==> src/rtl/serv_mac_pkg.sv <==
`default_nettype none
// ============================================================================
//  Module   : serv_mac_pkg
//  Brief    : Shared constants, iteration type and LOAD/ITER/DONE decode for
//             the bit-serial MAC datapath and its PC sequencer.
//  Revision : 1.0
// ============================================================================
package serv_mac_pkg;

    localparam int XLEN   = 32;
    localparam int ITER_W = 6;

    typedef logic [ITER_W-1:0] iter_t;

    localparam logic [1:0] c_ST_LOAD = 2'd0;
    localparam logic [1:0] c_ST_ITER = 2'd1;
    localparam logic [1:0] c_ST_DONE = 2'd2;

    // Phase is implied by the iteration count: 0 load, 1..XLEN add, XLEN+1 done
    function automatic logic [1:0] mac_state(input iter_t iter);
        logic [1:0] st;
        if (iter == '0)
            st = c_ST_LOAD;
        else if (iter <= iter_t'(XLEN))
            st = c_ST_ITER;
        else
            st = c_ST_DONE;
        return st;
    endfunction

endpackage
`default_nettype wire

==> src/rtl/serv_mac_bitadd.sv <==
`default_nettype none
// ============================================================================
//  Module   : serv_mac_bitadd
//  Brief    : 1-bit serial full adder; carry register is ignored on the first
//             bit of a pass so each pass starts a fresh 32-bit add.
//  Revision : 1.0
// ============================================================================
module serv_mac_bitadd (
    input  logic clk,
    input  logic i_rst_n,
    input  logic i_en,
    input  logic i_clr,
    input  logic i_a,
    input  logic i_b,
    output logic o_s
);

    logic r_carry;
    logic w_cin;
    logic w_cout;

    assign w_cin           = i_clr ? 1'b0 : r_carry;
    assign {w_cout, o_s}   = {1'b0, i_a} + {1'b0, i_b} + {1'b0, w_cin};

    always_ff @(posedge clk or negedge i_rst_n) begin
        if (!i_rst_n)
            r_carry <= 1'b0;
        else if (i_en)
            r_carry <= w_cout;
    end

endmodule
`default_nettype wire

==> src/rtl/serv_mac_datapath.sv <==
`default_nettype none
// ============================================================================
//  Module   : serv_mac_datapath
//  Brief    : Bit-serial shift-add multiply-accumulate for the two-phase MAC
//             instruction; step1 passes load/iterate, step2 streams acc out.
//  Revision : 1.0
// ============================================================================
module serv_mac_datapath #(
    parameter int W    = 1,
    parameter int B    = W - 1,
    parameter int XLEN = serv_mac_pkg::XLEN
) (
    input  logic         clk,
    input  logic         i_rst_n,
    input  logic         i_init,
    input  logic         i_cnt_en,
    input  logic         i_cnt0,
    input  logic         i_cnt_done,
    input  logic         i_MAC_step1,
    input  logic         i_MAC_step2,
    input  logic         i_acc_clr,
    input  logic [B:0]   i_rs1,
    input  logic [B:0]   i_rs2,
    output logic [B:0]   o_rd,
    output logic         o_mac_more,
    output logic         o_busy
);

    import serv_mac_pkg::*;

    logic [XLEN-1:0] r_acc;
    logic [XLEN-1:0] r_mier;
    logic [XLEN-1:0] r_mcand;
    iter_t           r_iter;

    logic            w_active;
    logic            w_step1;
    logic            w_step2;
    logic [1:0]      w_state;
    logic            w_load;
    logic            w_iter;
    logic            w_addend;
    logic            w_sum;
    logic [XLEN-1:0] w_acc_rot;

    // Init-phase strobes belong to the sequencer, never to this datapath
    assign w_active  = i_cnt_en & ~i_init;
    assign w_step2   = w_active & i_MAC_step2;
    assign w_step1   = w_active & i_MAC_step1 & ~i_MAC_step2;
    assign w_state   = mac_state(r_iter);
    assign w_load    = w_step1 & (w_state == c_ST_LOAD);
    assign w_iter    = w_step1 & (w_state == c_ST_ITER);
    assign w_addend  = r_mier[0] & r_mcand[0];
    assign w_acc_rot = {r_acc[0], r_acc[XLEN-1:1]};

    assign o_rd       = w_step2 & r_acc[0];
    assign o_mac_more = (w_state != c_ST_DONE);
    assign o_busy     = (w_state == c_ST_ITER);

    serv_mac_bitadd u_bitadd (
        .clk     (clk),
        .i_rst_n (i_rst_n),
        .i_en    (w_iter),
        .i_clr   (i_cnt0),
        .i_a     (r_acc[0]),
        .i_b     (w_addend),
        .o_s     (w_sum)
    );

    always_ff @(posedge clk or negedge i_rst_n) begin
        if (!i_rst_n) begin
            r_acc   <= '0;
            r_mier  <= '0;
            r_mcand <= '0;
            r_iter  <= '0;
        end else if (w_step2) begin
            if (i_cnt_done) begin
                r_acc   <= i_acc_clr ? '0 : w_acc_rot;
                r_mier  <= '0;
                r_mcand <= '0;
                r_iter  <= '0;
            end else begin
                r_acc   <= w_acc_rot;
            end
        end else if (w_load) begin
            r_acc   <= w_acc_rot;
            r_mier  <= {i_rs1[0], r_mier[XLEN-1:1]};
            r_mcand <= {i_rs2[0], r_mcand[XLEN-1:1]};
            if (i_cnt_done)
                r_iter <= iter_t'(1);
        end else if (w_iter) begin
            r_acc <= {w_sum, r_acc[XLEN-1:1]};
            if (i_cnt_done) begin
                // Last bit of the pass: the rotation is complete, so shifting
                // the rotated value left equals dropping the top bit in place.
                r_mier  <= {1'b0, r_mier[XLEN-1:1]};
                r_mcand <= {r_mcand[XLEN-1:1], 1'b0};
                r_iter  <= r_iter + iter_t'(1);
            end else begin
                r_mcand <= {r_mcand[0], r_mcand[XLEN-1:1]};
            end
        end else if (w_step1) begin
            r_acc <= w_acc_rot;
        end
    end

endmodule
`default_nettype wire

==> config.mk <==
export PLATFORM = sky130hd
export DESIGN_NAME = serv_mac_datapath
export DESIGN_NICKNAME = d
export VERILOG_FILES = /design/src/rtl/serv_mac_pkg.sv /design/src/rtl/serv_mac_bitadd.sv /design/src/rtl/serv_mac_datapath.sv
export SDC_FILE = /design/constraint.sdc
export NUM_CORES = 1
export LEC_CHECK = 0
export BUFFER_PORTS_ARGS = -buffer_cell sky130_fd_sc_hd__buf_2
export CAP_MARGIN = 20
export CELL_PAD_IN_SITES_DETAIL_PLACEMENT = 2
export CELL_PAD_IN_SITES_GLOBAL_PLACEMENT = 2
export CORE_UTILIZATION = 37
export DETAILED_ROUTE_END_ITERATION = 16
export PLACE_DENSITY = 0.74
export SLEW_MARGIN = 20
export SYNTH_ARGS = -nofsm -noshare
export SYNTH_HDL_FRONTEND = slang
export SYNTH_HIERARCHICAL = 1
export SYNTH_SLANG_ARGS = --single-unit
==> constraint.sdc <==
create_clock -name clk -period 2.31 [get_ports clk]
set_input_delay 0.462 -clock clk [delete_from_list [all_inputs] [get_ports clk]]
set_output_delay 0.462 -clock clk [all_outputs]
set_load 0.03 [all_outputs]
# Word level (Yosys, flattened, before mapping)
# Index checks and enable logic that the tools add are counted.
[word_totals] reg_bits=103 word_cells=59
[op_classes] add_sub_neg=3 n_lt_le_gt_ge=1 eq_ne=7 n_mux=24 bitwise=10 reduce_logical=8
[ops] op="32-bit two-way mux" n=15
[ops] op="6-bit two-way mux" n=6
[ops] op="1-bit AND" n=8
[ops] op="2-bit inequality test, second input constant" n=4
[ops] op="6-bit by 1-bit adder with 6-bit output, second input constant" n=1
[ops] op="6-bit <= comparator, second input constant" n=1
[ops] op="6-bit zero test" n=1
[ops] op="3-bit AND reduction" n=2
[ops] op="2-bit two-way mux" n=2
[ops] op="4-bit AND reduction" n=1
[ops] op="4-bit nonzero test" n=1
[ops] op="3-bit by 1-bit inequality test with 1-bit output, second input constant" n=1
[ops] op="3-bit inequality test, second input constant" n=1
[ops] op="3-bit nonzero test" n=1
[ops] op="1-bit by 1-bit adder with 2-bit output" n=1
[ops] op="2-bit by 1-bit adder with 2-bit output" n=1
[ops] op="2-bit by 1-bit equality test with 1-bit output, second input constant" n=1
[ops] op="2-bit zero test" n=1
[ops] op="1-bit inverter" n=2
[ops] op="2-bit AND reduction" n=1
[ops] op="1-bit two-way mux" n=1

# Logic depth before layout (Yosys ltp)
[logic_depth] depth_word=8 mapped_depth=8 ltp_nobuf=6

# By module
# The synthesis kept the hierarchy.
[modules_own_cells] module="serv_mac_datapath" instances=1 cells_per_inst=438 area_each_um2=4629.4 seq_area_each_um2=2552.4
[modules_own_cells] module="serv_mac_bitadd" instances=1 cells_per_inst=4 area_each_um2=66.3 seq_area_each_um2=25.0

# Worst setup path before layout
# OpenSTA, ideal clock, no wires.
[synth_path] path_type="reg2reg" from="reg r_iter[0]" to="reg r_mcand[16]" arrival_time_ns=2.249 t_required_ns=2.185 slack_ns=-0.064 stages_incl_launch_ff=9 n_path_buf=2 period_less_slack_ns=2.374 cell_sequence="dfrtp_1 > inv_1 > ha_1 > or4b_1 > buf_2 > a2111o_1 > a21oi_4 > buf_6 > mux2_2"
[synth_via] elab_chain_len=7 elab_cells_between_ends=13 cone_classes="1 x order compare; 2 x eq/ne; 4 x mux; 2 x bitwise; 4 x reduce/logical"
[synth_rtl] element="from (decl)" line="serv_mac_datapath.sv:34" rtl="iter_t r_iter;"
[synth_rtl] element="from (signal assigned)" line="serv_mac_datapath.sv:90" rtl="r_iter <= iter_t'(1);"
[synth_rtl] element="from (signal assigned)" line="serv_mac_datapath.sv:98" rtl="r_iter <= r_iter + iter_t'(1);"
[synth_rtl] element="6-bit <= comparator" line="serv_mac_pkg.sv:24" rtl="else if (iter <= iter_t'(XLEN))"
[synth_rtl] element="2-bit two-way mux" line="serv_mac_pkg.sv:24"
[synth_rtl] element="2-bit two-way mux *" line="serv_mac_pkg.sv:22" rtl="if (iter == '0)"
[synth_rtl] element="2-bit zero test / 2-bit by 1-bit equality test with 1-bit output (equally long branches)" line="serv_mac_datapath.sv:51, serv_mac_datapath.sv:52"
[synth_rtl] element="1-bit AND (on tied branches)" line="serv_mac_datapath.sv:51, serv_mac_datapath.sv:52"
[synth_rtl] element="3-bit by 1-bit inequality test with 1-bit output (no source line), or another cell as far along"
[synth_rtl] element="3-bit AND reduction (no source line) / 32-bit two-way mux (equally long branches)"
[synth_rtl] element="to (signal assigned)" line="serv_mac_datapath.sv:88" rtl="r_mcand <= {i_rs2[0], r_mcand[XLEN-1:1]};"
[synth_rtl] element="to (signal assigned)" line="serv_mac_datapath.sv:97" rtl="r_mcand <= {r_mcand[XLEN-1:1], 1'b0};"
[synth_rtl] element="to (signal assigned)" line="serv_mac_datapath.sv:100" rtl="r_mcand <= {r_mcand[0], r_mcand[XLEN-1:1]};"
[synth_rtl] element="to (decl)" line="serv_mac_datapath.sv:33" rtl="logic [XLEN-1:0] r_mcand;"
# Mark *: on every way between the ends. The rest lies on a longest branch, timed or not.
# A chain may end at the register's enable or synchronous reset.

# Worst setup path in the final report
[layout_path] from="reg r_iter[0]" to="reg r_mcand[18]"
# Same word-level chain as after synthesis.

==> reports/metrics.cfg <==
[outcome]
status = finished with violations
violations = negative setup slack

[logic_synthesis]
synth.most_common_cell = dfrtp_1
synth_top_area_cell = dfrtp_1
yosysTopAreaCellShare_pct = 54.89
synth_seq_area_share_pct = 54.89
synth_fp_nets = 456
synth_flop_cell = dfrtp_1
synth_seq_cells = 103
synth_edf_count = 0
yosys_warnings = 6
synthCells = 442
postSynthAreaPerCell_um2 = 10.62
synth_area_mm2 = 0.004696
netlist_top_cells_count = dfrtp_1, nand2_1, a21oi_1
async_flop_share_pct = 100.0
synth.area.top_cells = dfrtp_1, mux2_2, nand2_1
ys_types = 43

[routing]
dr_total_vias = 3293
dr.pass1.iters = 4
ant_nets = 0
routed_via_density = 5.194
post_drt_wl_per_cell_um = 17.80
wl_um = 11290
drtIter0Drc = 141
drc = 0

[grt]
grt-ovfl-total = 0
grt_pass1_vias = 3646
antenna_found_initial = 0
grt_busiest_layer = met2
grt_use_total_pct = 19.44
grt_max_degree = 44
grt_pass1_wl_um = 19300
gr-usage-met1_pct = 23.90
met2_usage_pct = 33.29
use_met3_pct = 5.188

[timing]
fin_crit_sh_pct = 100.2
rsz0062_at_grt = true
timing.fmax_mhz = 431.9
setup_ws_ns = -0.005583
slew_headroom_pct = 59.70
setup-violations-final = 1
fin_crit_ns = 2.316
worst_slew_pin_slew_ns = 0.6045
final-hold-violation-count = 0
timing.hold.ws_ns = 0.05968
slew_viol_final = 0
skew_ns = 0.007241

[setup_path]
worst-path-buf-inv = 2
crit_path_top_delay_cell = or4b_4
worstPathMaxFanout = 31
timing.rr.start = r_iter[0]$_DFFE_PN0P_
critical_path.endpoint_type = flop
cp_top_family = compound AO/OA/AOI/OAI gates
cp_cell_sequence = inv_2 > ha_4 > or4b_4 > a2111o_1 > a21oi_4 > buf_12 > mux2_2
worstPathArrival_ns = 2.55
required_ns = 2.55
startpoint = r_iter[0]$_DFFE_PN0P_
cp_slowest_stage_delay_ns = 0.46
path_class = reg2reg
critPathLaunchType = flop

[final_layout]
syn_to_final_growth_pct = 16.87
stdcell_count = 634
layout.nets = 475
design_area_mm2 = 0.005488
fillers = 1314
num_antenna_cells = 0
drive_above_1_share_pct = 21.67

[clock_network]
clockBufferDepth = 2
tritoncts = yes
clk_root_buffer_cell = clkbuf_16
cts_made_buffers = 9
clock-sinks = 103
clk_latency_ns = 0.36
hold_buffers = 0
htreeDepth = 3
path_clk_slew_ns = 0.07

[placement]
port_buffers = 13
gp_congestion = 0.7464
hpwl_um = 6939
place_inst = 616
postPlaceCellArea_mm2 = 0.005101
dp_slack_ns = -0.06966

[floorplan]
io_pins = 14
start_util_pct = 38.45
core_area_mm2 = 0.01221
chipHeight_um = 114.7
die_w_um = 114.7
rows = 40
dieArea_mm2 = 0.01315

[pwr]
p_leak_nw = 2.727
peakVddDrop_uv = 487.4
pwr_density_cell_mw_per_mm2 = 755.5
p_total_mw = 4.146

[worst_hold_path]
min_path_type = in2async

[flow_run]
maxCapViolCount = 0

==> cell families (layout without fill, tap and decap cells) <==
family | count (synthesis) | in the layout | synth area share (%)
flops | 103 | 103 | 54.89
compound gates | 75 | 75 | 9.379
simple gates | 143 | 143 | 14.84
mux | 64 | 64 | 14.97
xor+xnor | 1 | 1 | 0.1866
fa+ha+maj | 3 | 3 | 0.9592
buf+inv | 53 | 77 | 4.770
==> layout make-up <==
type / instances / area (um^2) / share of cell area [%]
Sequential cell: 103 / 2577 / 46.97
Multi-Input combinational cell: 286 / 1954 / 35.61
Timing Repair Buffer: 40 / 345.3 / 6.293
Clock buffer: 11 / 242.7 / 4.423
Tap cell: 168 / 210.2 / 3.830
Clock inverter: 5 / 78.83 / 1.436
Inverter: 21 / 78.83 / 1.436
==> per-stage QoR <==
stage	util, %	setup TNS, ns
floorplan	-	0
global placement	41.77	0
detailed placement	41.77	-1.973
CTS	44.73	-0.6791
global route	44.94	-1.302
finish	44.94	-0.005583
==> sequential cells by signal (all words and copies together), names as in the netlist <==
| signal | count |
|---|---|
| r_iter | 6 |
| r_acc | 32 |
| r_mcand | 32 |
| r_mier | 32 |
| u_bitadd/r_carry | 1 |
==> worst reg2reg max path: cells and delay by family, from the launching register on <==
kind            cells  cell delay [ns]
compound gates      2             0.52
fa+ha+maj           1             0.14
buf+inv             2             0.31
flops               1             0.39
mux                 1             0.38
simple gates        1             0.46
==> what timing repair did <==
item	4_1_cts	5_1_grt
cloned	0	0
endpoints found under the setup margin	49	49
resized for setup	10	3
buffers inserted	1	1
==> metal layers <==
| metal | vias up | wire length (um) |
|---|---|---|
| met5 | - | 0 |
| met4 | 0 | 116 |
| met3 | 9 | 288 |
| met2 | 28 | 5731 |
| met1 | 1704 | 5149 |
| li1 | 1552 | - |
==> where the power goes <==
group	switching (mW)	total (mW)	internal, mW
Clock	0.692	1.67	0.980
Combinational	0.273	0.483	0.210
Sequential	0.0641	1.99	1.93
==> worst paths after layout <==
path,cells past startpoint,slack (ns),end
max in group asynchronous,2,1.52,r_mcand[14]$_DFFE_PN0P_
min in group clk,2,0.35,r_mier[31]$_DFFE_PN0P_
setup / recovery,7,-0.006,r_mcand[18]$_DFFE_PN0P_
hold reg to reg,1,0.48,r_mcand[10]$_DFFE_PN0P_
setup reg to reg,7,-0.006,r_mcand[18]$_DFFE_PN0P_
hold / removal,1,0.06,r_iter[2]$_DFFE_PN0P_
==> cells in the final DEF, fill, tap and decap left out, drive strengths merged, types with 4 or more instances in the layout <==
master / netlist / layout
mux2: 47 / 47
clkbuf: 27 / 11
inv: 21 / 22
o21ai: 8 / 8
dfrtp: 103 / 103
nand2: 81 / 81
mux2i: 17 / 17
a21oi: 52 / 52
and3: 30 / 30
nand3: 4 / 4
a32oi: 4 / 4
nor2: 6 / 6
buf: 5 / 40
and2: 5 / 5
(Power assumes the default switching activity.)
